`config.mk`:
```
export PLATFORM = sky130hd
export DESIGN_NAME = multicycle_control
export DESIGN_NICKNAME = d
export VERILOG_FILES = /design/src/rtl/multicycle_control.sv
export SDC_FILE = /design/constraint.sdc
export NUM_CORES = 1
export LEC_CHECK = 0
export BUFFER_PORTS_ARGS = -buffer_cell sky130_fd_sc_hd__clkbuf_2
export CORE_MARGIN = 2
export CORE_UTILIZATION = 50
export DETAILED_ROUTE_END_ITERATION = 10
export PLACE_DENSITY = 0.89
export REMOVE_ABC_BUFFERS = 1
export SYNTH_ARGS = -nofsm -noshare
export SYNTH_HDL_FRONTEND = slang
export SYNTH_SLANG_ARGS = --single-unit
```
`constraint.sdc`:
```
create_clock -name clk -period 3.07 [get_ports clk]
set_input_delay 0.614 -clock clk [delete_from_list [all_inputs] [get_ports clk]]
set_output_delay 0.614 -clock clk [all_outputs]
set_load 0.03 [all_outputs]
```
`src/rtl/multicycle_control.sv`:
```
// Main control FSM for the multicycle MIPS datapath: sequences fetch, decode,
// execute, memory and write-back steps and counts retired instructions.
module multicycle_control (
  input  logic        clk,
  input  logic        reset,
  input  logic [5:0]  opcode,
  input  logic        zero,
  input  logic        mem_ready,
  output logic        pc_en,
  output logic        iord,
  output logic        memread,
  output logic        memwrite,
  output logic        irwrite,
  output logic        memtoreg,
  output logic        regdst,
  output logic        regwrite,
  output logic        alusrca,
  output logic [1:0]  alusrcb,
  output logic [1:0]  aluop,
  output logic [1:0]  pcsource,
  output logic        illegal,
  output logic [3:0]  state,
  output logic [31:0] retired
);

  localparam logic [5:0] OP_RTYPE = 6'b000000;
  localparam logic [5:0] OP_LW    = 6'b100011;
  localparam logic [5:0] OP_SW    = 6'b101011;
  localparam logic [5:0] OP_BEQ   = 6'b000100;
  localparam logic [5:0] OP_ADDI  = 6'b001000;
  localparam logic [5:0] OP_J     = 6'b000010;

  typedef enum logic [3:0] {
    S_FETCH   = 4'd0,
    S_DECODE  = 4'd1,
    S_MEMADR  = 4'd2,
    S_MEMRD   = 4'd3,
    S_MEMWB   = 4'd4,
    S_MEMWR   = 4'd5,
    S_EXEC    = 4'd6,
    S_ALUWB   = 4'd7,
    S_BRANCH  = 4'd8,
    S_ADDIEX  = 4'd9,
    S_ADDIWB  = 4'd10,
    S_JUMP    = 4'd11,
    S_ILLEGAL = 4'd12
  } state_t;

  state_t      state_q, state_d;
  logic [31:0] retired_q, retired_d;
  logic        retire;
  logic        pcwrite, pcwritecond;

  always_ff @(posedge clk or posedge reset) begin
    if (reset) begin
      state_q   <= S_FETCH;
      retired_q <= 32'd0;
    end else begin
      state_q   <= state_d;
      retired_q <= retired_d;
    end
  end

  // Next-state logic; retire marks the last cycle of each instruction.
  always_comb begin
    state_d = state_q;
    retire  = 1'b0;
    case (state_q)
      S_FETCH:  if (mem_ready) state_d = S_DECODE;
      S_DECODE: begin
        case (opcode)
          OP_LW, OP_SW: state_d = S_MEMADR;
          OP_RTYPE:     state_d = S_EXEC;
          OP_BEQ:       state_d = S_BRANCH;
          OP_ADDI:      state_d = S_ADDIEX;
          OP_J:         state_d = S_JUMP;
          default:      state_d = S_ILLEGAL;
        endcase
      end
      S_MEMADR: begin
        if (opcode == OP_LW)      state_d = S_MEMRD;
        else if (opcode == OP_SW) state_d = S_MEMWR;
        else                      state_d = S_ILLEGAL;
      end
      S_MEMRD:  if (mem_ready) state_d = S_MEMWB;
      S_MEMWB:  begin state_d = S_FETCH; retire = 1'b1; end
      S_MEMWR:  if (mem_ready) begin state_d = S_FETCH; retire = 1'b1; end
      S_EXEC:   state_d = S_ALUWB;
      S_ALUWB:  begin state_d = S_FETCH; retire = 1'b1; end
      S_BRANCH: begin state_d = S_FETCH; retire = 1'b1; end
      S_ADDIEX: state_d = S_ADDIWB;
      S_ADDIWB: begin state_d = S_FETCH; retire = 1'b1; end
      S_JUMP:   begin state_d = S_FETCH; retire = 1'b1; end
      S_ILLEGAL: state_d = S_ILLEGAL;
      default:  state_d = S_ILLEGAL;
    endcase
    retired_d = retired_q + {31'd0, retire};
  end

  // Moore outputs; mem_ready only gates the fetch-completion strobes.
  always_comb begin
    iord        = 1'b0;
    memread     = 1'b0;
    memwrite    = 1'b0;
    irwrite     = 1'b0;
    memtoreg    = 1'b0;
    regdst      = 1'b0;
    regwrite    = 1'b0;
    alusrca     = 1'b0;
    alusrcb     = 2'b00;
    aluop       = 2'b00;
    pcsource    = 2'b00;
    pcwrite     = 1'b0;
    pcwritecond = 1'b0;
    illegal     = 1'b0;
    case (state_q)
      S_FETCH: begin
        memread = 1'b1;
        alusrcb = 2'b01;
        irwrite = mem_ready;
        pcwrite = mem_ready;
      end
      S_DECODE: alusrcb = 2'b11;
      S_MEMADR: begin alusrca = 1'b1; alusrcb = 2'b10; end
      S_MEMRD:  begin iord = 1'b1; memread = 1'b1; end
      S_MEMWB:  begin memtoreg = 1'b1; regwrite = 1'b1; end
      S_MEMWR:  begin iord = 1'b1; memwrite = 1'b1; end
      S_EXEC:   begin alusrca = 1'b1; aluop = 2'b10; end
      S_ALUWB:  begin regdst = 1'b1; regwrite = 1'b1; end
      S_BRANCH: begin
        alusrca     = 1'b1;
        aluop       = 2'b01;
        pcsource    = 2'b01;
        pcwritecond = 1'b1;
      end
      S_ADDIEX: begin alusrca = 1'b1; alusrcb = 2'b10; end
      S_ADDIWB: regwrite = 1'b1;
      S_JUMP:   begin pcsource = 2'b10; pcwrite = 1'b1; end
      S_ILLEGAL: illegal = 1'b1;
      default:  illegal = 1'b0;
    endcase
  end

  assign pc_en   = pcwrite | (pcwritecond & zero);
  assign state   = state_q;
  assign retired = retired_q;

endmodule
```
### Yosys cells after proc, flatten, opt, wreduce, memory -nomap -nowiden

Cells that the tools add are included.

* flip-flop bits (word level): 36
* output and inout port bits: 52
* input port bits: 10

* equality and inequality tests: 20
* reduce and logical (&&, ||, !) cells: 10
* muxes and demuxes: 23
* $add $sub $neg: 1
* bitwise gates (word level): 2

Operator list (number)
* $add A32 B1 Y32: 1
* $pmux W4 S8: 1
* $eq A4 B4 Y1 const B: 5
* $mux W4: 5
* $pmux W4 S5: 1
* $eq A4 B3 Y1 const B: 4
* $eq A6 B6 Y1 const B: 2
* $mux W1: 11
* $eq A4 B2 Y1 const B: 2
* $pmux W2 S2: 2
* $reduce_or A2 Y1: 4
* $eq A6 B2 Y1 const B: 1
* $eq A6 B3 Y1 const B: 1
* $eq A6 B4 Y1 const B: 1
* $logic_not A6 Y1: 1
* $ne A2 B2 Y1 const B: 3
* $pmux W2 S3: 1
* $reduce_or A5 Y1: 1
* $eq A4 B1 Y1 const B: 1
* $logic_not A4 Y1: 1
* $pmux W1 S2: 2
* $reduce_or A4 Y1: 1
* $reduce_and A3 Y1: 1
* $reduce_or A3 Y1: 1
* other kinds (2): 2

### Logic depth before layout (Yosys ltp)

Gate-level depths: netlist (run 1).

* word-level depth: 4
* gate-level depth with buffers: 11
* depth with buffers taken out: 10

### Least setup slack after synthesis (run 1)

No wires, ideal clock.

* path kind: reg2out
* start point: reg state_q[2], in the netlist state[2]
* end point: out regwrite
* cell stages (with the launch flop): 6
* required time: 2456 ps
* buffers on the path: 2
* setup slack: 278 ps
* arrival: 2178 ps
* path through: dfrtp_1 -> buf_2 -> buf_1 -> nand2_1 -> nor3_1 -> a21o_1

* cells in the longest elaborated chain, start to end: 3

RTL lines
* start: declaration: line 49 `state_t state_q, state_d;`
* start signal: assignment: line 59 `state_q <= state_d;`
* $eq A4 B4 Y1 / $eq A4 B3 Y1 (equally long branches): line 116 `case (state_q)`
* $reduce_or A3 Y1 (no source line) (*)
* $mux W1 (*): line 116
* end: declaration: line 16 `output logic regwrite,`

Mark *: on every way between the ends. The rest lies on a longest branch, timed or not.

### Worst setup path after layout (run 1)

* start point: reg state_q[0], in the netlist state[0]
* end point: reg retired_q[22], in the netlist retired[22]

* cells in the longest elaborated chain, start to end: 4

RTL lines
* $eq A4 B4 Y1 / $eq A4 B3 Y1 (equally long branches): line 68 `case (state_q)`
* $reduce_or A5 Y1 (no source line)
* $pmux W1 S2 (*): line 68
* $add A32 B1 Y32 (*): line 97 `retired_d = retired_q + {31'd0, retire};`
* named net retired_d[22]: line 50 `logic [31:0] retired_q, retired_d;`
* end signal: assignment: line 60 `retired_q <= retired_d;`
* end: declaration: line 50

Mark *: on every way through the listed nets, which the timed path passes. The rest lies on a longest branch.
A chain may end at the register's enable or synchronous reset.

==> results.py, run 1 <==
metrics = {
    "critical_path": {
        "ff2ff_path_depth": 11,
        "rr_endpoint": "retired[22]",
        "crit_required_ns": 3.24,
        "worstSetupStartpointType": "flop",
        "crit_slowest_cell": "dfrtp_1",
        "crit_type": "reg -> reg",
        "path_max_fanout": 15,
        "cp.arrival_ns": 2.77,
        "crit_start": "state[0]",
        "end_kind": "flop",
        "r2r_setup_slack_ns": 0.46,
        "path_cells": "inv_1 > nand2_1 > a21boi_0 > nor3_1 > ha_1 > ha_1 > inv_1 > nor4bb_1 > buf_4 > nand4_1 > xnor2_1",
        "cpPeakStageDelay_ns": 0.61,
        "critPathTopFamily": "simple AND/OR/NAND/NOR gates",
        "r2r-start": "state[0]",
        "path_buf_inv": 3,
    },
    "cts": {
        "clock_latency_ns": 0.29,
        "cts_buffer_depth": 2,
        "cts_buffers": 5,
        "cts_resized": 0,
        "cts_tree": "built",
        "cts_setup_buffers": 0,
        "cts-root-buf": "clkbuf_8",
        "path_clk_slew_ns": 0.07,
        "ctsHtreeMaxLevel": 2,
        "clock_sinks": 36,
        "hold_buffers": 0,
    },
    "place": {
        "dp_cells": 303,
        "pre_cts_slack_ns": 0.518,
        "gp_congestion": 0.888,
        "port_buffers": 61,
        "dp_hpwl_um": 3120,
    },
    "yosys": {
        "yosys_most_used_dff": "dfrtp_1",
        "synth.mux.area_fraction_pct": 0.509,
        "synth_top_cells_by_area": "dfrtp_1, xnor2_1, nand3_1",
        "synth_seq_area_share_pct": 45.8,
        "synth_cell_types": 43,
        "yosysTopAreaCell": "dfrtp_1",
        "syn_area_sq_um": 1970,
        "yosys.area_share.xor_xnor_pct": 14.2,
        "synthSimpleGateAreaFrac_pct": 25.8,
        "syn_inst": 201,
        "synthAdderAreaFrac_pct": 1.91,
        "ys_warn_count": 0,
        "synth_top_cell_area_share_pct": 45.8,
        "syn_area_per_cell_sq_um": 9.79,
        "synth_edf_count": 0,
        "synth_compound_area_share_pct": 8.02,
        "synth_top_family_by_area": "simple AND/OR/NAND/NOR gates",
        "async_reset_ff_share_pct": 100,
        "ys_ff_latch": 36,
    },
    "sta": {
        "final-max-slew-violation-count": 0,
        "setup_viol": 0,
        "fin_ws_ns": 0.464,
        "fin_hold_ws_ns": 0.393,
        "hold_violations": 0,
        "max_slew_margin_pct": 63.9,
        "rsz0062_at_grt": "no",
        "fin_crit_ns": 2.61,
        "fmax_mhz": 384,
        "clock_skew_ns": 0.00801,
        "fin_tns_setup_ns": 0,
        "fin_crit_sh_pct": 84.9,
        "worst_slew_pin_slew_ns": 0.538,
    },
    "die": {
        "fp.dieH_um": 66.7,
        "die_w_um": 66.7,
        "start_util_pct": 52.9,
        "num_rows": 22,
        "pin_count": 62,
        "dieArea_sq_um": 4450,
        "core_area_sq_um": 3720,
    },
    "drt": {
        "drt.antenna.violating_nets": 0,
        "drt-pass1-iter-count": 5,
        "first_iter_violations": 131,
        "via_count": 1782,
        "drt-wirelength-per-cell_um": 13.6,
        "wl_um": 4240,
        "via_per_inst": 5.73,
        "drc": 0,
    },
    "flow_run": {
        "maxCapViolCount": 0,
    },
    "finish": {
        "fillers": 311,
        "syn_to_final_growth_pct": 22.8,
        "fin_cells": 311,
        "antenna_cells": 0,
        "final_layout_size_suffix_gt1_share_pct": 28.9,
        "fin_nets": 275,
        "final_core_util_pct": 65.0,
    },
    "hold_path": {
        "hold_path_class": "in -> async",
    },
    "power_and_ir_drop": {
        "p_per_area_nw_per_um2": 805,
        "p_leak_nw": 1.18,
        "max-vdd-ir-drop_v": 0.000476,
    },
    "global_routing": {
        "antenna_found_initial": 0,
        "grt_pass1_wl_um": 7050,
        "track_usage_pct": 20.9,
        "grt_max_degree": 37,
        "overflow": 0,
        "grt_pass1_vias": 1591,
    },
    "status": {
        "status": "completed",
    },
}
==> kinds of logic after synthesis <==
family,count (synthesis)
multiplexers,1
adder cells (fa/ha/maj),3
flip-flops,36
XOR/XNOR,32
AO/OA/AOI/OAI,21
AND/OR/NAND/NOR,91
buffers and inverters,17
==> where the power goes <==
| part | internal, mW | total, mW | switching (mW) |
|---|---|---|---|
| clock | 0.241 | 0.402 | 0.161 |
| combinational | 0.279 | 0.880 | 0.601 |
| sequential | 0.539 | 0.663 | 0.124 |
| total | 1.06 | 1.95 | 0.885 |
==> registers in the layout (all words and copies together), names as in the netlist <==
register and cells:
state 4, retired 32
==> worst max path at each step <==
stage,to,depth (start not counted),slack (ns)
2_1_floorplan,pc_en,4,-0.18
3_3_place_gp,retired[22],11,0.57
5_1_grt,retired[22],11,0.16
6_report,retired[22],11,0.46
4_1_cts,retired[22],11,0.49
3_5_place_dp,retired[22],11,0.52
==> stage by stage <==
| stage | instance area, sq um | total power, mW |
|---|---|---|
| finish | 2420 | 1.95 |
| global placement | 2310 | 1.53 |
| CTS | 2420 | 1.96 |
| global route | 2420 | 2.06 |
| floorplan | 1920 | 1.29 |
| detailed placement | 2310 | 1.55 |
==> worst min-delay path, cell delays in order <==
cell      delay (ns)
clkbuf_2        0.08
inv_1           0.04
buf_4           0.38
==> synth_stat cells (2+ instances only) <==
| cell | number |
|---|---|
| ha_1 | 3 |
| nand2_1 | 16 |
| and3_1 | 4 |
| and2_1 | 6 |
| o2111ai_1 | 2 |
| dfrtp_1 | 36 |
| xor2_1 | 5 |
| o21ai_0 | 2 |
| nand4_1 | 10 |
| nor2_1 | 11 |
| buf_1 | 2 |
| nor3_1 | 10 |
| inv_1 | 7 |
| nand3_1 | 15 |
| buf_2 | 4 |
| nand2b_1 | 2 |
| a211o_1 | 2 |
| clkbuf_1 | 3 |
| and4_1 | 5 |
| or4_1 | 2 |
| o211ai_1 | 2 |
| a21oi_1 | 5 |
| xnor2_1 | 27 |
==> routing by layer <==
metal / track usage (%) / vias up / part of all wire (%)
met1: 25.2 / 845 / 42
met3: 5.57 / 11 / 7.9
met2: 35.3 / 90 / 48
li1: - / 836 / -
met4: 8.16 / 0 / 1.8
met5: 0 / - / 0
==> layout by cell type (no fill, tap or decap), types with 3 or more instances in the layout <==
| cell | count |
|---|---|
| clkbuf_2 | 61 |
| ha_1 | 3 |
| nor2_1 | 11 |
| inv_1 | 7 |
| and3_1 | 4 |
| xor2_1 | 5 |
| nor3_1 | 10 |
| a21oi_1 | 5 |
| clkbuf_8 | 5 |
| nand3_1 | 15 |
| nand2_1 | 16 |
| nand4_1 | 10 |
| xnor2_1 | 27 |
| and2_1 | 6 |
| buf_4 | 3 |
| and4_1 | 5 |
| dfrtp_1 | 36 |
==> cell type report <==
cell class,instances,area [sq um],area share [%]
clock buffers,6,72.6,3.00
flip-flops and latches,36,901,37.3
repair buffers,64,328,13.6
multi-input cells,148,993,41.1
inverters,7,26.3,1.09
well taps,48,60.1,2.49
clock inverters,2,35.0,1.45
No activity file was read; power rests on OpenSTA's default activity.
==> inputs of run 2 (changes only) <==
==> constraint.sdc (replaced) <==
create_clock -name clk -period 2.4 [get_ports clk]
set_input_delay 0.48 -clock clk [delete_from_list [all_inputs] [get_ports clk]]
set_output_delay 0.48 -clock clk [all_outputs]
set_load 0.03 [all_outputs]
==> run 2 against run 1 <==
Net effect: sequential share of layout area decreased by 1.3 points; utilization is 2.3 points higher; final area up 3.5%; critical path depth unchanged; worst setup slack got worse by 0.30 ns; hold slack got worse by 0.14 ns; cell count is 3.5% higher; wire length up 8.6%; combinational power rose by 49%.
==> results.py, run 2 (synthesis results as in run 1) <==
metrics = {
    "critical_path": {
        "path_max_fanout": 5,
        "crit_slowest_cell": "dfrtp_1",
        "r2r-start": "state[0]",
        "crit_type": "reg -> reg",
        "cp.arrival_ns": 2.40,
        "endpoint": "retired[22]",
        "end_kind": "flop",
        "worstSetupStartpointType": "flop",
        "crit_start": "state[0]",
        "critPathTopFamily": "simple AND/OR/NAND/NOR gates",
        "cp.depth": 11,
        "cpPeakStageDelay_ns": 0.39,
        "crit_required_ns": 2.57,
        "r2r_setup_slack_ns": 0.17,
        "path_buf_inv": 3,
        "rr_endpoint": "retired[22]",
        "ff2ff_path_depth": 11,
        "path_cells": "inv_1 > nand2_1 > a21boi_0 > nor3_2 > ha_1 > ha_1 > inv_1 > nor4bb_4 > buf_4 > nand4_1 > xnor2_1",
    },
    "finish": {
        "final_core_util_pct": 67.3,
        "fin_nets": 286,
        "largest_reg_flops": 32,
        "multiInputGateArea_sq_um": 1010,
        "mostFrequentLayoutCell": "clkbuf_2",
        "fin_area_sq_um": 2500,
        "fillers": 309,
        "antenna_cells": 0,
        "final_layout_size_suffix_gt1_share_pct": 32.8,
        "syn_to_final_growth_pct": 27.2,
        "final_cell_mix": "clkbuf_2, dfrtp_1, xnor2_1, nand2_1, nand3_1",
        "seqCellArea_sq_um": 901,
    },
    "global_routing": {
        "overflow": 0,
        "track_usage_pct": 21.9,
        "antenna_found_initial": 0,
        "grt_pass1_wl_um": 7250,
        "grt_pass1_vias": 1626,
        "grt_max_degree": 37,
    },
    "sta": {
        "clock_skew_ns": 0.0111,
        "fin_crit_ns": 2.23,
        "final-max-slew-violation-count": 0,
        "hold_violations": 0,
        "max_slew_margin_pct": 70.6,
        "worst_slew_pin_slew_ns": 0.440,
        "fmax_mhz": 448,
        "fin_crit_sh_pct": 93.1,
        "rsz0062_at_grt": "yes",
        "setup_viol": 0,
        "fin_hold_ws_ns": 0.257,
    },
    "place": {
        "port_buffers": 61,
        "dp_hpwl_um": 3430,
        "place_area_sq_um": 2350,
        "gp_congestion": 0.906,
    },
    "die": {
        "core_area_sq_um": 3720,
        "dieArea_sq_um": 4450,
        "num_rows": 22,
        "pin_count": 62,
        "start_util_pct": 52.9,
        "die_w_um": 66.7,
        "fp.dieH_um": 66.7,
    },
    "power_and_ir_drop": {
        "p_leak_nw": 1.25,
        "p_per_area_nw_per_um2": 1010,
        "report.power.total_mw": 2.53,
        "max-vdd-ir-drop_v": 0.000780,
    },
    "cts": {
        "clock_sinks": 36,
        "cts_buffer_depth": 2,
        "cts_tree": "built",
        "cts_buffers": 5,
        "hold_buffers": 0,
        "path_clk_slew_ns": 0.07,
        "clock_latency_ns": 0.29,
        "cts-root-buf": "clkbuf_8",
        "ctsHtreeMaxLevel": 2,
    },
    "flow_run": {
        "maxCapViolCount": 0,
    },
    "status": {
        "status": "completed",
    },
    "drt": {
        "drc": 0,
        "drt-pass1-iter-count": 4,
        "via_per_inst": 5.47,
        "first_iter_violations": 67,
        "drt.antenna.violating_nets": 0,
        "wl_um": 4600,
        "drt-wirelength-per-cell_um": 14.3,
        "via_count": 1760,
    },
    "hold_path": {
        "hold_path_class": "in -> async",
    },
}
==> run 2: changes by cell type in the layout (fill, tap and decap cells not counted) <==
cell,change
clkinv_2,+1
nor4bb_4,+1
nor4bb_1,-1
nor3_1,-1
clkbuf_1,-1
nor3_2,+1
bufinv_16,-1
clkbuf_8,+1
buf_2,+1
buf_4,+10
==> run 2: how the worst min path moves through the flow <==
stage	to	slack, ns	depth (start not counted)
final	retired[4]	0.26	3
after global routing	retired[5]	0.30	3
after CTS	retired[5]	0.27	3
after detailed placement	retired[31]	0.47	1
after global placement	retired[31]	0.46	1
after floorplan	state[2]	0.62	1
==> run 2: what timing repair did <==
item                       CTS  global route
setup buffers                0             4
setup endpoints to repair    0             8
gates resized for setup      0             4
==> run 2: tightest hold or removal path, stage by stage <==
cell and delay, ns:
clkbuf_2 0.08, inv_1 0.04, buf_4 0.38
==> run 2: through the flow <==
| step | setup TNS (ns) | std cells | worst slack, ns |
|---|---|---|---|
| finish | 0 | 322 | 0.166 |
| global route | 0 | 322 | 0.00122 |
| global placement | 0 | 309 | 0.173 |
| floorplan | -6.49 | 191 | -0.720 |
| detailed placement | 0 | 309 | 0.0646 |
| CTS | 0 | 317 | 0.111 |
==> run 2: final cells by class <==
cell class	count	area share, %
flip-flops and latches	36	36.0
well taps	48	2.40
repair buffers	75	16.3
inverters	7	1.05
clock inverters	2	0.400
clock buffers	6	3.30
multi-input cells	148	40.5
==> run 2: metal layers <==
layer  vias to the layer above  wire, um  global-route usage, %
met5                         -         0                      0
met4                         0       107                   11.7
met3                        11       238                   5.74
met2                        74      2280                   37.1
met1                       817      1980                   25.1
li1                        858         -                      -
==> run 2: report_power, final <==
part	switching [mW]	total (mW)	internal [mW]	leakage, nW
combinational	0.874	1.31	0.434	0.713
sequential	0.0937	0.786	0.692	0.488
clock	0.207	0.435	0.229	0.0510
